## src/rtl/osd_wb_mam_slave.sv

```systemverilog
// Wishbone classic-cycle slave that forwards each single-beat access as one
// MAM request followed by one write-data or read-data beat.
module osd_wb_mam_slave #(
  parameter int unsigned DATA_WIDTH = 16,
  parameter int unsigned ADDR_WIDTH = 32,
  parameter int unsigned TIMEOUT    = 1024
) (
  input  logic                    clk_i,
  input  logic                    rst_ni,

  input  logic                    cyc_i,
  input  logic                    stb_i,
  input  logic                    we_i,
  input  logic [ADDR_WIDTH-1:0]   adr_i,
  input  logic [DATA_WIDTH-1:0]   dat_i,
  input  logic [DATA_WIDTH/8-1:0] sel_i,
  output logic                    ack_o,
  output logic                    err_o,
  output logic [DATA_WIDTH-1:0]   dat_o,

  output logic                    req_valid,
  input  logic                    req_ready,
  output logic                    req_rw,
  output logic [ADDR_WIDTH-1:0]   req_addr,
  output logic                    req_burst,
  output logic [13:0]             req_beats,

  output logic                    write_valid,
  input  logic                    write_ready,
  output logic [DATA_WIDTH-1:0]   write_data,
  output logic [DATA_WIDTH/8-1:0] write_strb,

  input  logic                    read_valid,
  output logic                    read_ready,
  input  logic [DATA_WIDTH-1:0]   read_data
);

  localparam int unsigned SW = DATA_WIDTH / 8;
  localparam int unsigned CW = (TIMEOUT > 0) ? $clog2(TIMEOUT + 1) : 1;
  localparam logic [CW-1:0] CNT_LAST = CW'(TIMEOUT - 1);

  typedef enum logic [2:0] {
    IDLE  = 3'd0,
    REQ   = 3'd1,
    WDATA = 3'd2,
    RDATA = 3'd3,
    ACK   = 3'd4,
    ERR   = 3'd5
  } state_t;

  state_t                state_q, state_n;
  logic [CW-1:0]         cnt_q, cnt_n;
  logic                  capture;
  logic                  we_q;
  logic [ADDR_WIDTH-1:0] adr_q;
  logic [DATA_WIDTH-1:0] dat_q;
  logic [SW-1:0]         sel_q;

  assign req_rw     = we_q;
  assign req_addr   = adr_q;
  assign write_data = dat_q;
  assign write_strb = sel_q;
  assign req_burst  = 1'b0;
  assign req_beats  = 14'd1;

  // Next-state: req_ready beats abort, abort beats timeout
  always_comb begin
    state_n = state_q;
    cnt_n   = cnt_q;
    capture = 1'b0;
    case (state_q)
      IDLE: begin
        if (cyc_i && stb_i) begin
          capture = 1'b1;
          cnt_n   = '0;
          state_n = REQ;
        end
      end
      REQ: begin
        if (req_ready) begin
          state_n = we_q ? WDATA : RDATA;
        end else if (!cyc_i) begin
          state_n = IDLE;
        end else if ((TIMEOUT != 0) && (cnt_q == CNT_LAST)) begin
          state_n = ERR;
        end else begin
          cnt_n = cnt_q + 1'b1;
        end
      end
      WDATA:   if (write_ready) state_n = ACK;
      RDATA:   if (read_valid)  state_n = ACK;
      ACK:     state_n = IDLE;
      ERR:     state_n = IDLE;
      default: state_n = IDLE;
    endcase
  end

  // State, captured access and registered output decode
  always_ff @(posedge clk_i) begin
    if (!rst_ni) begin
      state_q     <= IDLE;
      cnt_q       <= '0;
      we_q        <= 1'b0;
      adr_q       <= '0;
      dat_q       <= '0;
      sel_q       <= '0;
      dat_o       <= '0;
      req_valid   <= 1'b0;
      write_valid <= 1'b0;
      read_ready  <= 1'b0;
      ack_o       <= 1'b0;
      err_o       <= 1'b0;
    end else begin
      state_q <= state_n;
      cnt_q   <= cnt_n;
      if (capture) begin
        we_q  <= we_i;
        adr_q <= adr_i;
        dat_q <= dat_i;
        sel_q <= sel_i;
      end
      if ((state_q == RDATA) && read_valid) dat_o <= read_data;
      req_valid   <= (state_n == REQ);
      write_valid <= (state_n == WDATA);
      read_ready  <= (state_n == RDATA);
      // Termination is dropped if the master has already abandoned the cycle
      ack_o       <= (state_n == ACK) && cyc_i;
      err_o       <= (state_n == ERR) && cyc_i;
    end
  end

endmodule

```

## config.mk

```make
export PLATFORM = sky130hd
export DESIGN_NAME = osd_wb_mam_slave
export DESIGN_NICKNAME = d
export VERILOG_FILES = /design/src/rtl/osd_wb_mam_slave.sv
export SDC_FILE = /design/constraint.sdc
export NUM_CORES = 1
export LEC_CHECK = 0
export CORE_MARGIN = 5
export CORE_UTILIZATION = 43
export CTS_CLUSTER_DIAMETER = 120
export DETAILED_ROUTE_END_ITERATION = 8
export HOLD_SLACK_MARGIN = 0.1
export PLACE_DENSITY = 0.84
export SLEW_MARGIN = 10
export SYNTH_ARGS = -nofsm -noshare
export SYNTH_HDL_FRONTEND = slang
export SYNTH_SLANG_ARGS = --single-unit
```

## constraint.sdc

```tcl
create_clock -name clk_i -period 2.4 [get_ports clk_i]
set_input_delay 0.36 -clock clk_i [delete_from_list [all_inputs] [get_ports clk_i]]
set_output_delay 0.36 -clock clk_i [all_outputs]
set_load 0.1 [all_outputs]
```

* Word level (Yosys, flattened, before mapping)
Index checks and enable logic that the tools add are counted.
** Operators by class
- Mux-type cells :: 15
- Reductions and logical operators :: 7
- Add/sub/neg operators :: 1
- Equality and inequality tests :: 13
** Operators with widths (count)
- $mux 11 :: 4
- $pmux 11 s2 :: 1
- $mux 3 :: 6
- $eq 3x2->1 const B :: 4
- $pmux 3 s4 :: 1
- $add 11x1->11 const B :: 1
- $eq 11x10->1 const B :: 1
- $ne 2x2->1 const B :: 4
- $eq 3x1->1 const B :: 2
- $eq 3x3->1 const B :: 2
- $reduce_and 5->1 :: 1
- $logic_and 1x1->1 :: 4
- $logic_not 3->1 :: 1
- $mux 1 :: 3
- $reduce_bool 2->1 :: 1
** Word-level totals
- Register bits after elaboration :: 86
- Input bits :: 74

* Longest topological paths before layout
- Word-level depth :: 7
- Depth in mapped cells :: 7
- Mapped depth without buffers :: 5

* Least setup slack after synthesis
Ideal clock, no wire load.
- Kind :: register to register
- Start :: reg we_q, in the netlist req_rw
- End :: reg ack_o
- Library setup time :: 0.096 ns
- Cell stages (with the launch flop) :: 5
- Data required time :: 2.304 ns
- Data arrival time :: 1.618 ns
- Setup slack :: 0.686 ns
- Path buffers :: 0
- Cells stage by stage :: dfxtp_1 -> nor3b_1 -> o21ai_0 -> nand3_1 -> nor4b_1
** Between the ends
- Longest elaborated chain between the ends :: 5
** Ends and longest elaborated chain
- start: declaration :: line 54 : logic we_q;
- start signal: assignment :: line 117 : we_q <= we_i;
- $mux 1 :: line 81 : state_n = we_q ? WDATA : RDATA;
- $mux 3 :: line 80 : if (req_ready) begin
- $pmux 3 s4 :: line 71 : case (state_q)
- $eq 3x3->1 :: line 127 : ack_o <= (state_n == ACK) && cyc_i;
- $logic_and 1x1->1 :: line 127
- end signal: assignment :: line 127
- end: declaration :: line 17 : output logic ack_o,
Every way passes these cells.
A chain may end at the register's enable or synchronous reset.

* Worst setup path in the final report
- Start :: in cyc_i
- End :: reg cnt_q[7]
** Between the ends
- Longest elaborated chain between the ends :: 3
** Ends and longest elaborated chain
- start: declaration :: line 11 : input logic cyc_i,
- $logic_and 1x1->1 :: line 73 : if (cyc_i && stb_i) begin
- $ne 2x2->1 (no source line)
- $reduce_and 5->1 (no source line) *
- end signal: assignment :: line 115 : cnt_q <= cnt_n;
- end: declaration :: line 52 : logic [CW-1:0] cnt_q, cnt_n;
Every way passes the cells marked *; elsewhere a longest branch is shown, timed or not.

==> results.yml <==
place:
  place_congestion: 0.870
  port_buffers: 145
  place_area_um2: 4630
  dpl.hpwl_mm: 6.59
floorplan:
  num_io_pins: 161
  coreArea_um2: 7610
  rows: 32
  dieArea_um2: 9560
  start_util: 0.435
  dieHeight_um: 97.8
  die_w_um: 97.8
logic_synthesis:
  yosysMostFrequentCell: "nand2_1"
  synth_edf_count: 0
  ys_ff_latch: 86
  synth.cell_area_um2: 3310
  ys_seq_area_frac: 0.520
  syn_area_per_cell_um2: 8.12
  synth_top_area_share: 0.520
  yosysTopAreaCell: "dfxtp_1"
  synthArstFlopShare: 0
  syn_inst: 408
  synthTopCellsByCount: "140 x nand2_1, 86 x dfxtp_1, 75 x a21oi_1"
  synth_flop_cell: "dfxtp_1"
  synth_area_leaders: "dfxtp_1 52%, nand2_1 16%, a21oi_1 11%"
  ys_types: 40
  ys_warn_count: 0
drt:
  drt_drc_violations_left: 0
  drt-initial-drc-count: 104
  viasPerCell: 4.93
  wire_per_inst_um: 13.5
  vias: 3212
  firstDrtPassIters: 4
  wl_mm: 8.79
  ant_nets: 0
layout:
  register_area_um2: 1720
  nets: 620
  multi_input_area_um2: 1400
  antenna_cells: 0
  final_area_um2: 4850
  drive_gt1_frac: 0.184
  synthToLayoutAreaGrowth_pct: 46.5
  nFillCells: 649
timing:
  rsz0062_at_grt: "false"
  worstMarginPinSlew_ps: 566
  finalSetupViolCount: 0
  finalHoldViolCount: 0
  max_freq_mhz: 558
  relSlewSlack: 0.622
  finalCritPeriodShare: 0.747
  min_period_ps: 1790
  hold_slack_ps: 457
  slew_viol_final: 0
  fin_skew_ps: 7.92
  tns_ps: 0
clocking:
  cts_buffers: 9
  post_cts_buffers: 0
  cts_tree: "built"
  clkTransAtPathRegs_ps: 90
  post_cts_resized: 0
  holdBufCountCts: 0
  clkSinkCount: 86
  cts-root-buf: "clkbuf_8"
  cts_buffer_depth: 2
  htree_num_levels: 3
  clk-insertion-delay-late_ps: 350
min_path:
  hold_class: "reg2reg"
critical_path:
  crit_required_ps: 2690
  crit_arrival_ps: 2080
  crit_family: "simple AND/OR/NAND/NOR gates"
  max_stage_delay_ps: 560
  crit_path_end_kind: "flip-flop"
  critPathBufInv: 1
  crit_type: "in2reg"
  path_cells: "clkdlybuf4s50_1 > nand4bb_4 > or2_0 > or4_1 > a21oi_1"
  cp_slowest_cell: "clkdlybuf4s50_1"
  cp_max_fo: 7
  start_kind: "input pin"
outcome:
  outcome: "complete, no violations"
flow_run:
  drv_cap: 0
power_and_ir_drop:
  p_total_mw: 3.41
  peakVddDrop_uv: 350
  power_leakage_nw: 1.90
  power.density_nw_per_um2: 703
global_routing:
  antenna_found_initial: 0
  grt_max_degree: 35
  overflow: 0
  first_global_vias: 3046
  grt_pass1_wl_mm: 14.5
  grt_use_total: 0.182
final timing paths:
path | start | endpoint | slack (ps) | depth (start not counted)
setup / recovery | cyc_i | cnt_q[7] | 610 | 5
hold / removal | req_addr[17] | req_addr[17] | 460 | 2
setup reg to reg | cnt_q[0] | cnt_q[8] | 610 | 5
hold reg to reg | req_addr[17] | req_addr[17] | 460 | 2
cell usage in the layout, fill, tap and decap left out, types with 5 or more instances in the layout:
cell type | netlist | routed
nand2_1 | 140 | 139
dfxtp_1 | 86 | 86
buf_4 | 15 | 79
a21oi_1 | 75 | 75
clkdlybuf4s50_1 | 0 | 73
conb_1 | 2 | 15
clkbuf_8 | 0 | 10
o31ai_1 | 6 | 6
nand3_1 | 5 | 5
or4_1 | 5 | 5
worst reg2reg max path, delay by kind of cell, from the launching register on:
| kind | cells | cell delay [ps] |
|---|---|---|
| DFF | 1 | 400 |
| AOI/OAI and AO/OA | 1 | 140 |
| and+or+nand+nor | 3 | 1000 |
| adders and majority gates | 1 | 190 |
through the flow:
step / std cells / worst slack (ps) / utilization
floorplan: 421 / 686 / -
global placement: 636 / 291 / 0.608
CTS: 652 / 616 / 0.638
finish: 652 / 607 / 0.638
detailed placement: 636 / 252 / 0.608
global route: 652 / 466 / 0.638
cell type report:
| cell class | count | share of cell area |
|---|---|---|
| clock buffer | 11 | 0.0291 |
| clock inverter | 5 | 0.0170 |
| inverter | 3 | 0.00232 |
| multi-input combinational | 291 | 0.289 |
| sequential | 86 | 0.355 |
| tap | 102 | 0.0263 |
| timing repair buffer | 154 | 0.281 |
kinds of logic (layout without fill, tap and decap cells):
kind of cell	Yosys count	count (layout)	synth area share
multiplexers	1	1	0.00302
AND/OR/NAND/NOR	180	180	0.242
adder cells (fa/ha/maj)	1	1	0.00378
flip-flops	86	86	0.520
AO/OA/AOI/OAI	94	94	0.157
other	2	15	0.00227
buffers and inverters	44	173	0.0725
power breakdown:
| part | total [mW] | internal (mW) | switching, mW |
|---|---|---|---|
| logic | 0.794 | 0.217 | 0.578 |
| registers | 1.50 | 1.47 | 0.0286 |
| clock network | 1.11 | 0.615 | 0.500 |
flip-flops by register name, summed over array words and instances (netlist names):
| register | cells |
|---|---|
| req_addr | 32 |
| dat_o | 16 |
| write_data | 16 |
| cnt_q | 11 |
| state_q | 3 |
| write_strb | 2 |
| ack_o | 1 |
| err_o | 1 |
| read_ready | 1 |
| req_rw | 1 |
| req_valid | 1 |
| write_valid | 1 |
per-layer routing:
layer,vias up,track usage,part of all wire
met4,0,0.0522,0.011
li1,1609,-,-
met1,1476,0.210,0.40
met2,117,0.309,0.49
met3,10,0.0779,0.094
met5,-,0,0
(Power assumes the default switching activity.)
